`src/rtl/mul_seq_pkg.sv`:
```
// Shared types and constants for the sequential multiplier.
// State encoding, Funct3 codes, counter width and signed-correction selection.
package mul_seq_pkg;

  typedef enum logic [1:0] {
    IDLE = 2'd0,
    MUL  = 2'd1,
    CORR = 2'd2,
    DONE = 2'd3
  } mulseq_state_t;

  localparam logic [2:0] F3_MUL    = 3'b000;
  localparam logic [2:0] F3_MULH   = 3'b001;
  localparam logic [2:0] F3_MULHSU = 3'b010;
  localparam logic [2:0] F3_MULHU  = 3'b011;

  localparam int CNT_W = 2;

  // Which operand sign bits trigger a subtraction at the XLEN shift.
  typedef struct packed {
    logic a_signed;
    logic b_signed;
  } corr_sel_t;

  function automatic corr_sel_t corr_sel(input logic [2:0] f3);
    corr_sel_t s;
    s = '0;
    case (f3)
      F3_MULH:           s = '{a_signed: 1'b1, b_signed: 1'b1};
      F3_MULHSU:         s = '{a_signed: 1'b1, b_signed: 1'b0};
      F3_MUL, F3_MULHU:  s = '0;
      default:           s = '0;
    endcase
    return s;
  endfunction

endpackage

```
`src/rtl/mul_seq_half.sv`:
```
// Purely combinational H x H unsigned multiplier.
// Kept in its own module so it can be swapped for a technology macro.
module mul_half #(
  parameter int H = 16
) (
  input  logic [H-1:0]   a,
  input  logic [H-1:0]   b,
  output logic [2*H-1:0] p
);

  assign p = {{H{1'b0}}, a} * {{H{1'b0}}, b};

endmodule

```
`src/rtl/mul_seq.sv`:
```
// Four-cycle sequential XLEN x XLEN multiplier with one signed-correction cycle.
// Optional macro MUL_SEQ_EARLY_EXIT_EN: skip counts 1..3 when both upper halves are zero.
module mul_seq
  import mul_seq_pkg::*;
#(
  parameter int XLEN = 32
) (
  input  logic              clk,
  input  logic              reset,
  input  logic              StartE,
  input  logic              FlushE,
  input  logic              StallM,
  input  logic [XLEN-1:0]   ForwardedSrcAE,
  input  logic [XLEN-1:0]   ForwardedSrcBE,
  input  logic [2:0]        Funct3E,
  output logic              BusyE,
  output logic              DoneM,
  output logic [2*XLEN-1:0] ProdM
);

  localparam int H  = XLEN / 2;
  localparam int PW = 2 * XLEN;

  mulseq_state_t    state, state_next;
  logic [CNT_W-1:0] count;
  logic [XLEN-1:0]  a_q, b_q;
  logic [2:0]       f3_q;
  logic [PW-1:0]    acc;
  logic [PW-1:0]    prod;

  logic             start_ok;
  logic             last_mul;
  logic [H-1:0]     mul_a, mul_b;
  logic [XLEN-1:0]  pp;
  logic [PW-1:0]    pp_ext, pp_shifted;
  logic [PW-1:0]    corr_term;
  corr_sel_t        sel;

`ifdef MUL_SEQ_EARLY_EXIT_EN
  logic ahi_z, bhi_z;
`endif

  assign start_ok = StartE & ~FlushE;

  // Counter bit 0 picks the A half, bit 1 picks the B half.
  assign mul_a = count[0] ? a_q[XLEN-1:H] : a_q[H-1:0];
  assign mul_b = count[1] ? b_q[XLEN-1:H] : b_q[H-1:0];

  mul_half #(.H(H)) u_mul_half (
    .a (mul_a),
    .b (mul_b),
    .p (pp)
  );

  assign pp_ext = {{XLEN{1'b0}}, pp};

  // NOTE: every signal written in always_comb gets a default first, so no latch is inferred.
  always_comb begin
    pp_shifted = '0;
    unique case (count)
      2'd0:       pp_shifted = pp_ext;
      2'd1, 2'd2: pp_shifted = pp_ext << H;
      default:    pp_shifted = pp_ext << XLEN;
    endcase
  end

  // Signed operands contribute -sign*other at the XLEN shift.
  assign sel       = corr_sel(f3_q);
  assign corr_term = ({PW{sel.a_signed & a_q[XLEN-1]}} & {b_q, {XLEN{1'b0}}})
                   + ({PW{sel.b_signed & b_q[XLEN-1]}} & {a_q, {XLEN{1'b0}}});

`ifdef MUL_SEQ_EARLY_EXIT_EN
  assign last_mul = (count == '1) | ((count == '0) & ahi_z & bhi_z);
`else
  assign last_mul = (count == '1);
`endif

  always_comb begin
    state_next = state;
    unique case (state)
      IDLE:    if (start_ok) state_next = MUL;
      MUL:     if (last_mul) state_next = CORR;
      CORR:    state_next = DONE;
      DONE:    if (!StallM)  state_next = IDLE;
      default: state_next = IDLE;
    endcase
    if (FlushE) state_next = IDLE;
  end

  // NOTE: sequential state uses non-blocking assignments so every flop samples pre-edge values.
  always_ff @(posedge clk) begin
    if (reset) state <= IDLE;
    else       state <= state_next;
  end

  always_ff @(posedge clk) begin
    if (reset) begin
      count <= '0;
      acc   <= '0;
      a_q   <= '0;
      b_q   <= '0;
      f3_q  <= '0;
      prod  <= '0;
`ifdef MUL_SEQ_EARLY_EXIT_EN
      ahi_z <= 1'b0;
      bhi_z <= 1'b0;
`endif
    end else if (FlushE) begin
      count <= '0;
      acc   <= '0;
    end else begin
      unique case (state)
        IDLE: begin
          if (StartE) begin
            a_q   <= ForwardedSrcAE;
            b_q   <= ForwardedSrcBE;
            f3_q  <= Funct3E;
            acc   <= '0;
            count <= '0;
`ifdef MUL_SEQ_EARLY_EXIT_EN
            ahi_z <= (ForwardedSrcAE[XLEN-1:H] == '0);
            bhi_z <= (ForwardedSrcBE[XLEN-1:H] == '0);
`endif
          end
        end
        MUL: begin
          acc   <= acc + pp_shifted;
          count <= last_mul ? '0 : count + 1'b1;
        end
        CORR:    prod <= acc - corr_term;
        default: ;
      endcase
    end
  end

  assign BusyE = (state == IDLE & start_ok) | (state == MUL) | (state == CORR);
  assign DoneM = (state == DONE);
  assign ProdM = prod;

endmodule

```
`config.mk`:
```
export PLATFORM = sky130hd
export DESIGN_NAME = mul_seq
export DESIGN_NICKNAME = d
export VERILOG_FILES = /design/src/rtl/mul_seq_pkg.sv /design/src/rtl/mul_seq_half.sv /design/src/rtl/mul_seq.sv
export SDC_FILE = /design/constraint.sdc
export NUM_CORES = 1
export LEC_CHECK = 0
export CAP_MARGIN = 20
export CORE_MARGIN = 2
export CORE_UTILIZATION = 42
export DETAILED_ROUTE_END_ITERATION = 6
export GPL_ROUTABILITY_DRIVEN = 0
export RECOVER_POWER = 50
export REMOVE_ABC_BUFFERS = 1
export SYNTH_ARGS = -nofsm -noshare
export SYNTH_HDL_FRONTEND = slang
export SYNTH_SLANG_ARGS = --single-unit
export TNS_END_PERCENT = 20
```
`constraint.sdc`:
```
create_clock -name clk -period 9.17 [get_ports clk]
set_clock_uncertainty 0.05 [all_clocks]
set_input_delay 1.834 -clock clk [delete_from_list [all_inputs] [get_ports clk]]
set_output_delay 1.834 -clock clk [all_outputs]
set_load 0.05 [all_outputs]
```
### Word level (Yosys, flattened, before mapping)

Cells that the tools add are included.

* flip-flop bits (word level): 199
* bits of input ports: 72
* output and inout port bits: 66
* logic and storage cells: 55

* add/subtract/negate cells: 4
* $mul: 1
* equal/unequal tests: 12
* mux-type cells: 13
* bitwise gates (word level): 9
* reductions and logical operators: 9

Operators with widths (count)
* $pmux W64 S2: 2
* $add A64 B64 Y64: 2
* $and A64 B64 Y64: 2
* $mux W64: 1
* $sub A64 B64 Y64: 1
* $mul A16 B16 Y32: 1
* $mux W16: 2
* $mux W2: 5
* $eq A2 B2 Y1 const B: 4
* $ne A2 B2 Y1 const B: 4
* $pmux W2 S2: 2
* $pmux W2 S4: 1
* $reduce_and A3 Y1: 2
* $and A1 B1 Y1: 4
* $eq A2 B1 Y1 const B: 2
* $logic_not A2 Y1: 2
* $reduce_and A2 Y1: 2
* $reduce_or A2 Y1: 2
* $eq A3 B1 Y1 const B: 1
* $eq A3 B2 Y1 const B: 1
* $add A2 B1 Y2 const B: 1
* $or A1 B1 Y1: 2
* $reduce_bool A2 Y1: 1
* $not A1 Y1: 1

### Logic depth before layout (Yosys ltp)

* depth in word-level cells: 6
* mapped depth: 42
* depth with buffers taken out: 38

### Cells and area by module

Synthesis repeated with hierarchy kept, for this count alone.

* cell total of the unflattened synthesis: 2863
* area total of the unflattened synthesis: 23020.8 µm²

By module, submodules not included
* mul_seq: instances 1, cells an instance 1825, area each 14242.4 µm², sequential area each 3983.8 µm²
* mul_half: instances 1, cells an instance 1038, area each 8778.4 µm², sequential area each 0.0 µm²

### Least setup slack after synthesis

Ideal clock, no wire load.

* path type: reg-to-reg
* start: register count[0]
* end: register acc[53]
* library setup time: 0.125 ns
* arrival time: 9.771 ns
* data required time: 8.995 ns
* path slack: -0.776 ns
* stages on the path, launching flop included: 38
* path buffers: 4
* clock period less this slack: 9.946 ns
* cells stage by stage: dfxtp_1 clkbuf_1 clkbuf_1 buf_1 mux2i_1 nor2_1 fa_1 inv_1 fa_1 fa_1 inv_1 fa_1 fa_1 inv_1 fa_1 inv_1 ha_1 a21oi_1 [... 2 more ...] a41o_1 o221a_4 o21a_1 o31a_1 o2111ai_1 nand3b_1 xor2_1 a22o_1 ha_1 buf_2 nand2_1 nor2_1 or4b_2 o211a_1 o31a_1 o41ai_2 xnor2_1 o21ai_1

* cells in the longest elaborated chain, start to end: 5
* elaborated cells on any way between the ends: 9
* those cells by class: add/sub (1); mul (1); eq/ne (2); mux (3); reduce/logical (2)

Ends and longest elaborated chain
* from (decl): RTL line mul_seq.sv:25 `logic [CNT_W-1:0] count;`
* from (signal assigned): RTL line mul_seq.sv:128 `count <= last_mul ? '0 : count + 1'b1;`
* $mux W16, or another cell as far along: RTL line mul_seq.sv:46 `assign mul_a = count[0] ? a_q[XLEN-1:H] : a_q[H-1:0];`
* $mul A16 B16 Y32 or $reduce_or A2 Y1 (tied branches): RTL line mul_seq_half.sv:11, mul_seq.sv:60
* $pmux W64 S2 *: RTL line mul_seq.sv:60 `unique case (count)`
* $add A64 B64 Y64 *: RTL line mul_seq.sv:127 `acc <= acc + pp_shifted;`
* $pmux W64 S2 *: RTL line mul_seq.sv:112 `unique case (state)`
* to (signal assigned): RTL line mul_seq.sv:127
* to (decl): RTL line mul_seq.sv:28 `logic [PW-1:0] acc;`

Every way passes the cells marked *; elsewhere a longest branch is shown, timed or not.
A chain may end at the register's enable or synchronous reset.

### Worst setup path after layout

* start: register count[1]
* end: register acc[60]

* cells in the longest elaborated chain, start to end: 5
* elaborated cells on any way between the ends: 9
* those cells by class: add/sub (1); mul (1); eq/ne (2); mux (3); reduce/logical (2)

Ends and longest elaborated chain
* $mux W16, or another cell as far along: RTL line mul_seq.sv:47 `assign mul_b = count[1] ? b_q[XLEN-1:H] : b_q[H-1:0];`
* $mul A16 B16 Y32 or $reduce_or A2 Y1 (tied branches): RTL line mul_seq_half.sv:11, mul_seq.sv:60
* $pmux W64 S2 *: RTL line mul_seq.sv:60
* $add A64 B64 Y64 *: RTL line mul_seq.sv:127
* $pmux W64 S2 *: RTL line mul_seq.sv:112

Marked as above.

==> results.yml <==
outcome:
  status: "complete, but fails checks"
  violations: "design-rule violations, max-capacitance violations, max-slew violations, negative setup slack"
timing:
  hold_viol_final: 0
  fmax_mhz: 106
  drv_slew: 228
  fin_crit_ps: 9420
  setup_viol_count_final: 10
  rsz0062_at_grt: "yes"
  finalCritPeriodShare_pct: 103
  finalSetupTns_ps: -877
  fin_ws_ps: -249
  tightestPinTransition_ps: 3490
  maxSlewHeadroom_pct: -133
layout:
  diodes: 0
  area_growth_syn_to_layout_pct: 30.7
  layout-drive-gt1-share_pct: 19.8
  fin_nets: 3663
  n_fill_cell: 4677
cts:
  htree_levels: 4
  clockRootBuffer: "clkbuf_16"
  cts_tree: "yes"
  ctsHoldBuffers: 0
  cts_buffer_depth: 2
  insertion_delay_ps: 490
  cts.sinks: 199
  cts_made_buffers: 17
  clk_pin_slew_ps: 80
synthesis:
  ys_ff_latch: 199
  yosys_warnings: 0
  async_flop_share_pct: 0
  syn_avg_cell_area_um2: 8.04
  syn-cell-area_um2: 21700
  synthFlopType: "dfxtp_1"
  synth_edf_count: 0
  yosys.cell_types.count: 71
  synth_area_leaders: "fa_1 (21%), dfxtp_1 (18%), ha_1 (12%)"
  netlist_instances: 2703
  synth_top_area_share_pct: 20.8
  synth_largest_area_cell: "fa_1"
  ys_seq_area_share_pct: 18.3
setup_path:
  worstSetupPathType: "register to register"
  cp_common_cell: "fa_1"
  critPathMaxFanout: 5
  slowest_delay_ps: 650
  r2r_start: "count[1]"
  crit_slowest_cell: "fa_2"
  startpoint_type: "register"
  reg2reg_to: "acc[60]"
  reg2reg_slack_ps: -250
  end_kind: "register"
  ff2ff_path_depth: 38
  cp_data_arrival_time_ps: 9740
  required_ps: 9500
global_route:
  antenna_found_initial: 0
  grt_start_max_net_pins: 68
  grt_use_met3_pct: 5.08
  track_usage_pct: 29.1
  met2_usage_pct: 45.5
  grt_pass1_vias: 21000
  met1_usage_pct: 39.0
  grt_overflow_total: 0
  grt_pass1_wl_mm: 121
  busiest_layer: "met2"
detailed_routing:
  ant_nets: 0
  drt_first_pass_iters: 7
  via_per_inst: 5.48
  drc_errors: 1
  vias: 21100
  drt_iter0_drc: 1948
  avgRoutedWirePerCell_um: 20.3
  wl_mm: 78.2
pwr:
  p_total_uw: 2160
  peakVddDrop_mv: 0.138
  cellLeakagePower_uw: 0.0128
  powerDensity_nw_per_um2: 76.0
die:
  die_area_um2: 53600
  initial_core_util_pct: 42.5
  rows: 83
  die_h_um: 232
  pin_count: 138
  core-area_um2: 51200
  die_w_um: 232
hold_path:
  holdPathEnd: "ProdM[40]"
  hp-class: "register to register"
  hold_depth: 2
  min_from: "ProdM[40]"
flow_run:
  drv_cap: 4
placed_design:
  port_buffers: 137
  post-place-ws_ps: -586
  hpwl_mm: 62.7
worst max-delay path by stage:
stage	start	to	slack, ps	cells after the start
floorplan	count[1]	acc[53]	-800	33
global placement	count[0]	acc[53]	-350	36
detailed placement	count[0]	acc[60]	-590	38
CTS	count[1]	acc[60]	-180	39
global route	count[1]	acc[60]	-470	39
finish	count[1]	acc[60]	-250	38
synth_stat cells, drive strengths merged, types with 7 or more instances:
master / number
ha: 205
o211ai: 7
o22ai: 7
and2: 19
a31oi: 14
o21bai: 21
clkbuf: 105
nand2b: 20
or3: 13
nor2: 243
a21o: 64
nor3: 20
a21oi: 222
nor2b: 16
a22oi: 33
o21ai: 93
mux2: 29
o21a: 19
buf: 11
and3: 9
xnor2: 60
dfxtp: 199
inv: 265
nand3: 19
fa: 226
mux2i: 36
nand2: 545
nand4: 19
a22o: 17
a211oi: 10
xor2: 46
sequential cells by signal (all words and copies together) (netlist names):
name,count
f3_q,3
a_q,32
b_q,32
count,2
state,2
acc,64
ProdM,64
critical path: cells and delay by family, from the launching register on:
| kind | cells | cell delay, ps |
|---|---|---|
| XOR/XNOR | 1 | 220 |
| adder cells (fa/ha/maj) | 8 | 3550 |
| multiplexers | 2 | 470 |
| flip-flops | 1 | 420 |
| buffers and inverters | 6 | 630 |
| AO/OA/AOI/OAI | 18 | 3660 |
| AND/OR/NAND/NOR | 3 | 310 |
metal layers:
| layer | vias to the layer above | wire length [um] | share of wire (%) |
|---|---|---|---|
| li1 | 9895 | - | - |
| met1 | 10200 | 33300 | 43 |
| met2 | 900 | 34700 | 44 |
| met3 | 171 | 6040 | 7.7 |
| met4 | 0 | 4150 | 5.3 |
| met5 | - | 0 | 0 |
placed cells by master, fill, tap and decap left out, drive strengths merged, types with 6 or more instances in the layout:
cell           count
a22o              17
fa               226
nor2             243
mux2              29
a21oi            222
mux2i             36
or3               13
nand4             19
o21ai             93
ha               205
dfxtp            199
nor3              20
a22oi             33
a31oi             14
and2              19
a211oi            10
buf              414
clkinv            10
o21a              19
clkdlybuf4s50    123
a21o              64
xor2              46
nand3             19
xnor2             60
inv              269
nor2b             16
o21bai            21
nor3b              6
nand2b            20
dlygate4sd3       13
o211ai             7
clkbuf            22
nand2            545
o22ai              7
or2                6
and3               9
report_power, final:
part / internal [uW] / total [uW] / switching, uW / leakage, uW
clock: 365 / 773 / 408 / 0.000283
combinational: 212 / 486 / 274 / 0.0109
sequential: 878 / 901 / 23.4 / 0.00161
what timing repair did:
action,4_1_cts,5_1_grt
buffers inserted,12,35
gates cloned,3,0
endpoints found under the setup margin,27,34
pin swaps,22,99
gates resized for setup,76,144
hold endpoints to repair,0,0
stage by stage:
| stage | instance area, um^2 | hold slack, ps | util (%) | cells |
|---|---|---|---|---|
| 2_1_floorplan | 21300 | 390 | - | 2587 |
| 3_3_place_gp | 26400 | 391 | 51.6 | 3771 |
| 3_5_place_dp | 26400 | 396 | 51.6 | 3771 |
| 4_1_cts | 27500 | 406 | 53.8 | 3818 |
| 5_1_grt | 28400 | 426 | 55.5 | 3853 |
| 6_report | 28400 | 404 | 55.5 | 3853 |
logic make-up (layout without fill, tap and decap cells):
| family | after synthesis | in the layout | share of synthesized area, % |
|---|---|---|---|
| mux | 65 | 65 | 3.16 |
| buf+inv | 382 | 852 | 6.62 |
| flops | 199 | 199 | 18.3 |
| xor+xnor | 106 | 106 | 4.27 |
| fa+ha+maj | 431 | 431 | 32.6 |
| simple gates | 950 | 950 | 18.3 |
| compound gates | 570 | 570 | 16.7 |
area by class of cell:
cell class / count / area, um^2 / area share [%]
Multi-Input combinational cell: 2122 / 17300 / 60.9
Tap cell: 680 / 851 / 3.00
Clock inverter: 14 / 164 / 0.577
Sequential cell: 199 / 3990 / 14.1
Timing Repair Buffer: 554 / 4680 / 16.5
Clock buffer: 18 / 429 / 1.51
Inverter: 266 / 998 / 3.51
No activity file was read; power rests on OpenSTA's default activity.
